$ cat config.mk
export PLATFORM = sky130hd
export DESIGN_NAME = dpram_port_arb
export DESIGN_NICKNAME = d
export VERILOG_FILES = /design/src/rtl/dpram_arb_pkg.sv /design/src/rtl/rr_arbiter.sv /design/src/rtl/dpram_port_arb.sv
export SDC_FILE = /design/constraint.sdc
export NUM_CORES = 1
export LEC_CHECK = 0
export CAP_MARGIN = 20
export CORE_ASPECT_RATIO = 0.9
export CORE_MARGIN = 2
export CORE_UTILIZATION = 37
export DETAILED_ROUTE_END_ITERATION = 7
export PLACE_DENSITY = 0.76
export REMOVE_ABC_BUFFERS = 1
export SLEW_MARGIN = 20
export SYNTH_ARGS = -nofsm -noshare
export SYNTH_HDL_FRONTEND = slang
export SYNTH_SLANG_ARGS = --single-unit
$ cat constraint.sdc
create_clock -name clock -period 2.6 [get_ports clock]
set_clock_uncertainty 0.2 [all_clocks]
set_input_delay 0.26 -clock clock [delete_from_list [all_inputs] [get_ports clock]]
set_output_delay 0.26 -clock clock [all_outputs]
set_load 0.05 [all_outputs]
$ cat src/rtl/dpram_arb_pkg.sv
// Shared types and the round-robin winner search used by the RAM port arbiter.
package dpram_arb_pkg;

  typedef enum logic {
    RUN   = 1'b0,
    CLEAR = 1'b1
  } arb_state_e;

  localparam int MAX_REQ = 8;

  // Returns {found, index}: first requester at or after ptr, wrapping modulo nreq.
  function automatic logic [3:0] rr_search(input logic [MAX_REQ-1:0] req,
                                           input logic [2:0] ptr,
                                           input int nreq);
    logic [3:0] res;
    int cand;
    res = '0;
    for (int k = MAX_REQ - 1; k >= 0; k--) begin
      if (k < nreq) begin
        cand = (int'(ptr) + k) % nreq;
        if (req[cand[2:0]]) res = {1'b1, cand[2:0]};
      end
    end
    return res;
  endfunction

endpackage

$ cat src/rtl/rr_arbiter.sv
// Round-robin arbiter: combinational one-hot grant, rotating priority pointer held inside.
module rr_arbiter
  import dpram_arb_pkg::*;
#(
  parameter int NREQ = 3,
  parameter int IW   = (NREQ > 1) ? $clog2(NREQ) : 1
) (
  input  logic            clock,
  input  logic            reset_n,
  input  logic [NREQ-1:0] req,
  input  logic            en,
  output logic [NREQ-1:0] gnt,
  output logic [IW-1:0]   idx,
  output logic            any
);

  logic [IW-1:0] ptr;
  logic [3:0]    pick;

  always_comb begin
    pick = rr_search(MAX_REQ'(req), 3'(ptr), NREQ);
    any  = en & pick[3];
    idx  = IW'(pick[2:0]);
    gnt  = any ? (NREQ'(1) << idx) : '0;
  end

  always_ff @(posedge clock or negedge reset_n) begin
    if (!reset_n) begin
      ptr <= '0;
    end else if (any) begin
      ptr <= (idx == IW'(NREQ - 1)) ? '0 : idx + 1'b1;
    end
  end

endmodule

$ cat src/rtl/dpram_port_arb.sv
// Shares one synchronous RAM port between NREQ requesters and runs a whole-RAM clear.
//   state | meaning
//   RUN   | requesters arbitrated round-robin, one access per cycle
//   CLEAR | counter sweeps every address writing CLEAR_VALUE, requesters blocked
module dpram_port_arb
  import dpram_arb_pkg::*;
#(
  parameter int             NREQ           = 3,
  parameter int             AW             = 8,
  parameter int             DW             = 8,
  parameter logic [DW-1:0]  CLEAR_VALUE    = '0,
  parameter bit             CLEAR_ON_RESET = 1'b1
) (
  input  logic               clock,
  input  logic               reset_n,
  input  logic [NREQ-1:0]    req,
  input  logic [NREQ-1:0]    we,
  input  logic [NREQ*AW-1:0] addr,
  input  logic [NREQ*DW-1:0] wdata,
  output logic [NREQ-1:0]    gnt,
  output logic [NREQ-1:0]    rvalid,
  output logic [DW-1:0]      rdata,
  input  logic               clear_start,
  output logic               clear_busy,
  output logic               clear_done,
  output logic [AW-1:0]      mem_address,
  output logic [DW-1:0]      mem_data,
  output logic               mem_wren,
  output logic               mem_byteena,
  input  logic [DW-1:0]      mem_q
);

  localparam int IW = (NREQ > 1) ? $clog2(NREQ) : 1;

  arb_state_e    state;
  logic [AW-1:0] clr_cnt;
  logic          arb_en;
  logic          win_any;
  logic [IW-1:0] win_idx;
  logic          we_sel;
  logic [AW-1:0] addr_sel;
  logic [DW-1:0] wdata_sel;
  logic          tag_v1, tag_v2;
  logic [IW-1:0] tag_i1, tag_i2;

  // A clear request steals its own cycle so the sweep starts on a clean port.
  assign arb_en = reset_n && (state == RUN) && !clear_start;

  rr_arbiter #(.NREQ(NREQ), .IW(IW)) u_rr (
    .clock   (clock),
    .reset_n (reset_n),
    .req     (req),
    .en      (arb_en),
    .gnt     (gnt),
    .idx     (win_idx),
    .any     (win_any)
  );

  assign we_sel      = we[win_idx];
  assign addr_sel    = addr[win_idx*AW +: AW];
  assign wdata_sel   = wdata[win_idx*DW +: DW];
  assign rvalid      = tag_v2 ? (NREQ'(1) << tag_i2) : '0;
  assign rdata       = mem_q;
  assign mem_byteena = 1'b1;

  always_ff @(posedge clock or negedge reset_n) begin
    if (!reset_n) begin
      state       <= CLEAR_ON_RESET ? CLEAR : RUN;
      clear_busy  <= CLEAR_ON_RESET;
      clear_done  <= 1'b0;
      clr_cnt     <= '0;
      mem_address <= '0;
      mem_data    <= '0;
      mem_wren    <= 1'b0;
      tag_v1      <= 1'b0;
      tag_v2      <= 1'b0;
      tag_i1      <= '0;
      tag_i2      <= '0;
    end else begin
      clear_done <= 1'b0;
      // Read tags run independently of state so reads granted before a clear still complete.
      tag_v1     <= win_any && !we_sel;
      tag_i1     <= win_idx;
      tag_v2     <= tag_v1;
      tag_i2     <= tag_i1;
      case (state)
        RUN: begin
          if (clear_start) begin
            state      <= CLEAR;
            clear_busy <= 1'b1;
            clr_cnt    <= '0;
            mem_wren   <= 1'b0;
          end else if (win_any) begin
            mem_address <= addr_sel;
            mem_data    <= wdata_sel;
            mem_wren    <= we_sel;
          end else begin
            mem_wren <= 1'b0;
          end
        end
        CLEAR: begin
          mem_address <= clr_cnt;
          mem_data    <= CLEAR_VALUE;
          mem_wren    <= 1'b1;
          clr_cnt     <= clr_cnt + 1'b1;
          if (clr_cnt == '1) begin
            state      <= RUN;
            clear_busy <= 1'b0;
            clear_done <= 1'b1;
          end
        end
        default: state <= RUN;
      endcase
    end
  end

endmodule

==> metrics, run 1 <==
worst-skew pair later-pin latency=just under 0.3 ns; Row Count=26; Area Overhead vs Synth=66.2%; CTS tree=yes; Synth Instances=between 200 and 250; worst reg2reg path depth=10; outcome=complete, but fails checks; f_max=roughly 360 MHz; RSZ-0062 raised after global routing=true; period utilization=106%; initial antenna violation count=0; Vias=around 2.1k; iteration-0 DRC count of the detailed router=75; critical path peak fanout=5; library cells used by synthesis=between 40 and 50; clk slew on worst S/H paths=0.06 ns; most frequent cells in the layout=77 x clkdlybuf4s50_1, 33 x dfrtp_1, 26 x buf_4; post-route design area=approximately 3600 sq um; drt total wl=a little over 6 mm; post-DR vias/cell=5.38; hold depth=0; WP data arrival=2.29 ns; CTS root buf=clkbuf_8; Tot GR Track Use=between 15 and 20%; Worst Hold End=tag_i2[1]; Starting Density=38.0%; Ys Warns=0; depth of the CTS H-tree=2; diode count=0; Leak=~0.0015 uW; Worst R2R End=mem_wren; Die W=about 84 um; Avg Inst Size Synth=10.1 sq um; Antenna Violating Nets Remaining=0; CP Capture Type=primary output; max_cap viols=0; Worst VDD drop=0.356 mV; Area after DPL=around 3100 sq um; nets@finish=between 300 and 400; layout cells sized above 1=25.7%; Placeable Area=roughly 5600 sq um; Die Y=76.1 um; largest net degree at the start of global routing=30; pwr dens=approximately 630 nW/um^2; Slew HR=roughly 64%; GRT overflow=0; fin crit period=between 2 and 3 ns; CTS Sinks=36; Pins Over Slew Limit=0; First-pass DRT Iterations=4; drt wl/cell=16.0 um; reg-to-reg setup timing slack=-0.14 ns; input/output buffers=between 80 and 90; first-pass GRT wire length=approximately 10 mm; Power, Total=2240 uW; CTS buffer count=5; final setup vio count=11; post-synthesis register bit count=36; Setup CP Type=register to primary output; Hold Vio Cnt, Final=0; hold path startpoint=tag_i1[1]; crit path launch type=register; sequential area share after synthesis=~42%; hold slack=0.150 ns; die area=between 6000 and 7000 sq um; I/O pin count=a little under 100; failing checks=setup timing; vias in the first global route=2,135; HP Class=register to register; commonest non-fill, non-tap cell in the layout=clkdlybuf4s50_1; Mapped Area=roughly 2100 sq um; CTS Buffer Depth=2; Critical R2R Launch=u_rr.ptr[1]; Critical Path RT=~2.1 ns; Least-Margin Pin Slew=approximately 0.54 ns; post-DP HPWL=between 4 and 5 mm; post-route setup slack=-0.153 ns; Layout Utilization=between 60% and 70%; drt drc=0; RD Place Congestion=0.903
==> cell families after synthesis <==
group                    count (synthesis)  synth area share [%]
adder cells (fa/ha/maj)                  8                  4.68
AND/OR/NAND/NOR                         56                  13.1
multiplexers                            21                  10.1
buffers and inverters                   30                  8.25
AO/OA/AOI/OAI                           56                  19.8
XOR/XNOR                                 4                  1.64
other                                    1                 0.175
flip-flops                              36                  42.3
==> cells in the mapped netlist <==
cell,number,area (sq um)
dfrtp_1,34,851
mux2i_1,20,200
a211oi_1,13,97.6
nand2_1,13,48.8
nor3_1,13,65.1
buf_4,10,75.1
inv_1,10,37.5
nor2b_1,9,56.3
a32oi_1,8,70.1
ha_1,8,100
nor2_1,8,30.0
o21ai_1,8,40.0
a22o_1,5,43.8
o21ai_0,5,25.0
nand3_1,4,20.0
o22ai_1,4,25.0
and3_1,3,18.8
buf_2,3,15.0
buf_6,3,33.8
clkbuf_1,3,11.3
a31oi_1,2,12.5
dfstp_2,2,52.6
nand2b_1,2,12.5
xnor2_1,2,17.5
xor2_1,2,17.5
a2111oi_2,1,15.0
a211o_1,1,8.76
a211oi_2,1,12.5
a21bo_1,1,10.0
a21o_1,1,7.51
a21oi_1,1,5.00
a221o_1,1,10.0
a41o_1,1,10.0
and3b_1,1,8.76
buf_1,1,3.75
conb_1,1,3.75
mux2_4,1,15.0
nor3b_1,1,7.51
nor4_1,1,6.26
o2111a_1,1,11.3
o221a_1,1,11.3
o31ai_1,1,7.51
or2_1,1,6.26
==> metal layers <==
metal,track usage (%),up-vias,part of all wire [%]
met3,6.50,16,7.7
met2,29.9,108,46
met1,25.4,991,44
li1,-,977,-
met4,7.58,0,2.1
met5,0,-,0
==> how the worst max path moves through the flow <==
stage / startpoint / endpoint / slack, ns / cells after the start
2_1_floorplan: u_rr.ptr[0] / gnt[0] / -1.20 / 7
3_3_place_gp: u_rr.ptr[1] / mem_wren / -0.08 / 9
3_5_place_dp: u_rr.ptr[1] / mem_wren / -0.14 / 9
4_1_cts: u_rr.ptr[1] / gnt[1] / -0.16 / 9
5_1_grt: u_rr.ptr[0] / gnt[2] / -0.26 / 11
6_report: u_rr.ptr[0] / gnt[2] / -0.15 / 11
==> what timing repair did <==
item,in CTS,in global routing
endpoints found under the hold margin,7,0
cloned,0,1
pin swaps,15,16
gates resized for setup,33,16
hold buffers,2,0
setup endpoints to repair,20,22
buffers inserted,8,3
==> worst max-delay path: stages (launching register included) <==
cell	delay, ns
dfrtp_1	0.39
buf_4	0.16
ha_4	0.19
mux2i_4	0.21
nor4_4	0.26
nor3_2	0.09
or2_4	0.26
inv_2	0.07
buf_4	0.10
nand2_1	0.06
inv_2	0.09
buf_12	0.14
==> where the power goes <==
| part | total (uW) | switching [uW] | internal (uW) |
|---|---|---|---|
| logic | 1060 | 539 | 525 |
| registers | 802 | 112 | 691 |
| clock network | 376 | 188 | 188 |
| total | 2240 | 838 | 1400 |
==> registers in the layout, summed over array words and instances (netlist names) <==
signal and count:
clr_cnt 8, mem_address 8, mem_data 8, tag_i1 2, tag_i2 2, u_rr.ptr 2
clear_busy 1, clear_done 1, mem_wren 1, state 1, tag_v1 1, tag_v2 1
==> area by class of cell <==
cell class                      instances  area, sq um
Fill cell                             473         2080
Inverter                               10         40.0
Clock inverter                          1         5.00
Tap cell                               70         87.6
Timing Repair Buffer                  119         1190
Clock buffer                            7         76.3
Multi-Input combinational cell        146         1250
Sequential cell                        36          905
==> per-stage QoR <==
| stage | worst slack, ns | cells | setup TNS, ns |
|---|---|---|---|
| after global routing | -0.261 | 389 | -2.75 |
| after CTS | -0.158 | 386 | -0.494 |
| after floorplan | -1.20 | 192 | -18.25 |
| after global placement | -0.0819 | 369 | -0.708 |
| after detailed placement | -0.137 | 369 | -1.63 |
| final | -0.153 | 389 | -0.740 |
(Power assumes the default switching activity.)
==> run 2, diff against run 1 <==
- ABC_AREA: unset -> 0
- SETUP_SLACK_MARGIN: unset -> 0.3
==> metrics, run 2 (synthesis results as in run 1) <==
outcome=complete, but fails checks; failing checks=setup timing; Placeable Area=approximately 5600 sq um; Hold Vio Cnt, Final=0; clk slew on worst S/H paths=0.07 ns; most frequent cells in the layout=77 x clkdlybuf4s50_1, 33 x dfrtp_1, 33 x buf_4; RD Place Congestion=about 0.90; drt drc=0; I/O pin count=roughly 100; layout cells sized above 1=33.2%; Antenna Violating Nets Remaining=0; Die Y=approximately 76 um; part of the power in the clock network=between 10% and 20%; f_max=between 300 and 400 MHz; HP Class=register to register; largest net degree at the start of global routing=30; CTS tree=yes; First-pass DRT Iterations=5; depth of the CTS H-tree=2; crit path launch type=register; Sequential Power Share=34.5%; internal power=1450 uW; max_cap viols=0; switching pwr=around 900 uW; initial antenna violation count=0; Starting Density=38.0%; Vias=~2.2k; reg-to-reg setup timing slack=-0.18 ns; drt wl/cell=roughly 18 um; Area Overhead vs Synth=75.8%; Leak=roughly 0.0016 uW; iteration-0 DRC count of the detailed router=98; post-route setup slack=-0.263 ns; worst reg2reg path depth=12; Worst setup endpoint=gnt[1]; Setup CP Type=register to primary output; final setup vio count=20; CP Capture Type=primary output; CTS buffer count=5; die area=between 6000 and 7000 sq um; worst-skew pair later-pin latency=0.29 ns; Power, Total=2350 uW; post-DR vias/cell=between 5 and 6; Least-Margin Pin Slew=between 0.5 and 0.6 ns; Worst VDD drop=~0.35 mV; biggest regs=clr_cnt (8), mem_address (8), mem_data (8); GRT overflow=0; Sw Share=a little under two fifths; Critical Path RT=2.14 ns; critical path peak fanout=5; drt total wl=slightly above 7 mm; fin crit period=2.86 ns; input/output buffers=between 80 and 90; WP data arrival=~2.4 ns; post-DP HPWL=roughly 4.5 mm; Layout Utilization=roughly 67%; vias in the first global route=2,202; CTS root buf=clkbuf_8; period utilization=110%; commonest non-fill, non-tap cell in the layout=clkdlybuf4s50_1; Tot GR Track Use=20.5%; Slew HR=between 60% and 70%; Critical R2R Launch=u_rr.ptr[1]; Worst R2R End=mem_data[3]; RSZ-0062 raised after global routing=true; diode count=0; Pins Over Slew Limit=0; power share of the combinational group=~49%; pwr dens=between 600 and 700 nW/um^2; Row Count=26; first-pass GRT wire length=10.6 mm; CTS Buffer Depth=2; Die W=84.1 um; nets@finish=403; CTS Sinks=36; Worst setup startpoint=u_rr.ptr[1]
==> run 2: changes by cell type in the layout (fill, tap and decap cells not counted), sizes merged <==
cell / previous run / this run
buf: 39 / 53
clkbuf: 8 / 7
dlygate4sd3: 2 / 1
==> run 2: power by group through the flow <==
stage | combinational [uW] | clock (uW) | sequential, uW
6_report | 1150 | 384 | 809
2_1_floorplan | 393 | 0 | 984
3_5_place_dp | 950 | 0 | 804
5_1_grt | 1220 | 413 | 832
3_3_place_gp | 938 | 0 | 800
4_1_cts | 1060 | 389 | 803
==> run 2: stage by stage <==
stage / hold slack (ns) / std cells / worst slack, ns / cell area [sq um] / TNS, ns
after floorplan: -0.236 / 192 / -1.20 / 2000 / -18.25
after global placement: -0.0643 / 369 / -0.0819 / 3140 / -0.708
after detailed placement: -0.0629 / 369 / -0.137 / 3140 / -1.63
after CTS: 0.152 / 391 / -0.188 / 3550 / -0.964
after global routing: 0.167 / 401 / -0.314 / 3760 / -3.79
final: 0.151 / 401 / -0.263 / 3760 / -2.28
==> run 2: what timing repair did <==
item                                    in CTS  in global routing
buffers inserted                            13                 10
hold endpoints to repair                     7                  0
pin swaps                                   27                 13
hold buffers                                 1                  0
endpoints found under the setup margin      23                 24
resized for setup                           48                 31
==> run 2: worst min path at each step <==
stage | startpoint | endpoint | slack (ns) | cells after the start
final | tag_i1[1] | tag_i2[1] | 0.15 | 0
after global routing | tag_v1 | tag_v2 | 0.17 | 0
after CTS | tag_i1[1] | tag_i2[1] | 0.15 | 0
after detailed placement | reset_n | mem_data[2] | -0.06 | 1
after global placement | reset_n | mem_data[2] | -0.06 | 1
after floorplan | reset_n | clear_done | -0.24 | 0
==> run 2: cell type report <==
cell class | count | area (sq um)
clock buffers | 7 | 76.3
inverters | 10 | 42.5
clock inverters | 1 | 5.00
fillers | 427 | 1870
flip-flops and latches | 36 | 905
well taps | 70 | 87.6
multi-input cells | 146 | 1350
repair buffers | 131 | 1290
==> run 2: metal layers <==
layer,vias to the layer above,track usage [%],part of all wire (%)
li1,1002,-,-
met1,1078,26.6,40
met2,138,32.0,48
met3,30,6.50,8.9
met4,0,8.06,3.2
met5,-,0,0
==> run 2: worst max-delay path: stages (launching register included) <==
cell	delay, ns
dfrtp_2	0.45
inv_4	0.10
ha_4	0.19
mux2i_4	0.32
mux2i_4	0.11
a211o_1	0.33
and3_4	0.20
nand2_2	0.07
nor3_2	0.05
buf_4	0.15
buf_12	0.14
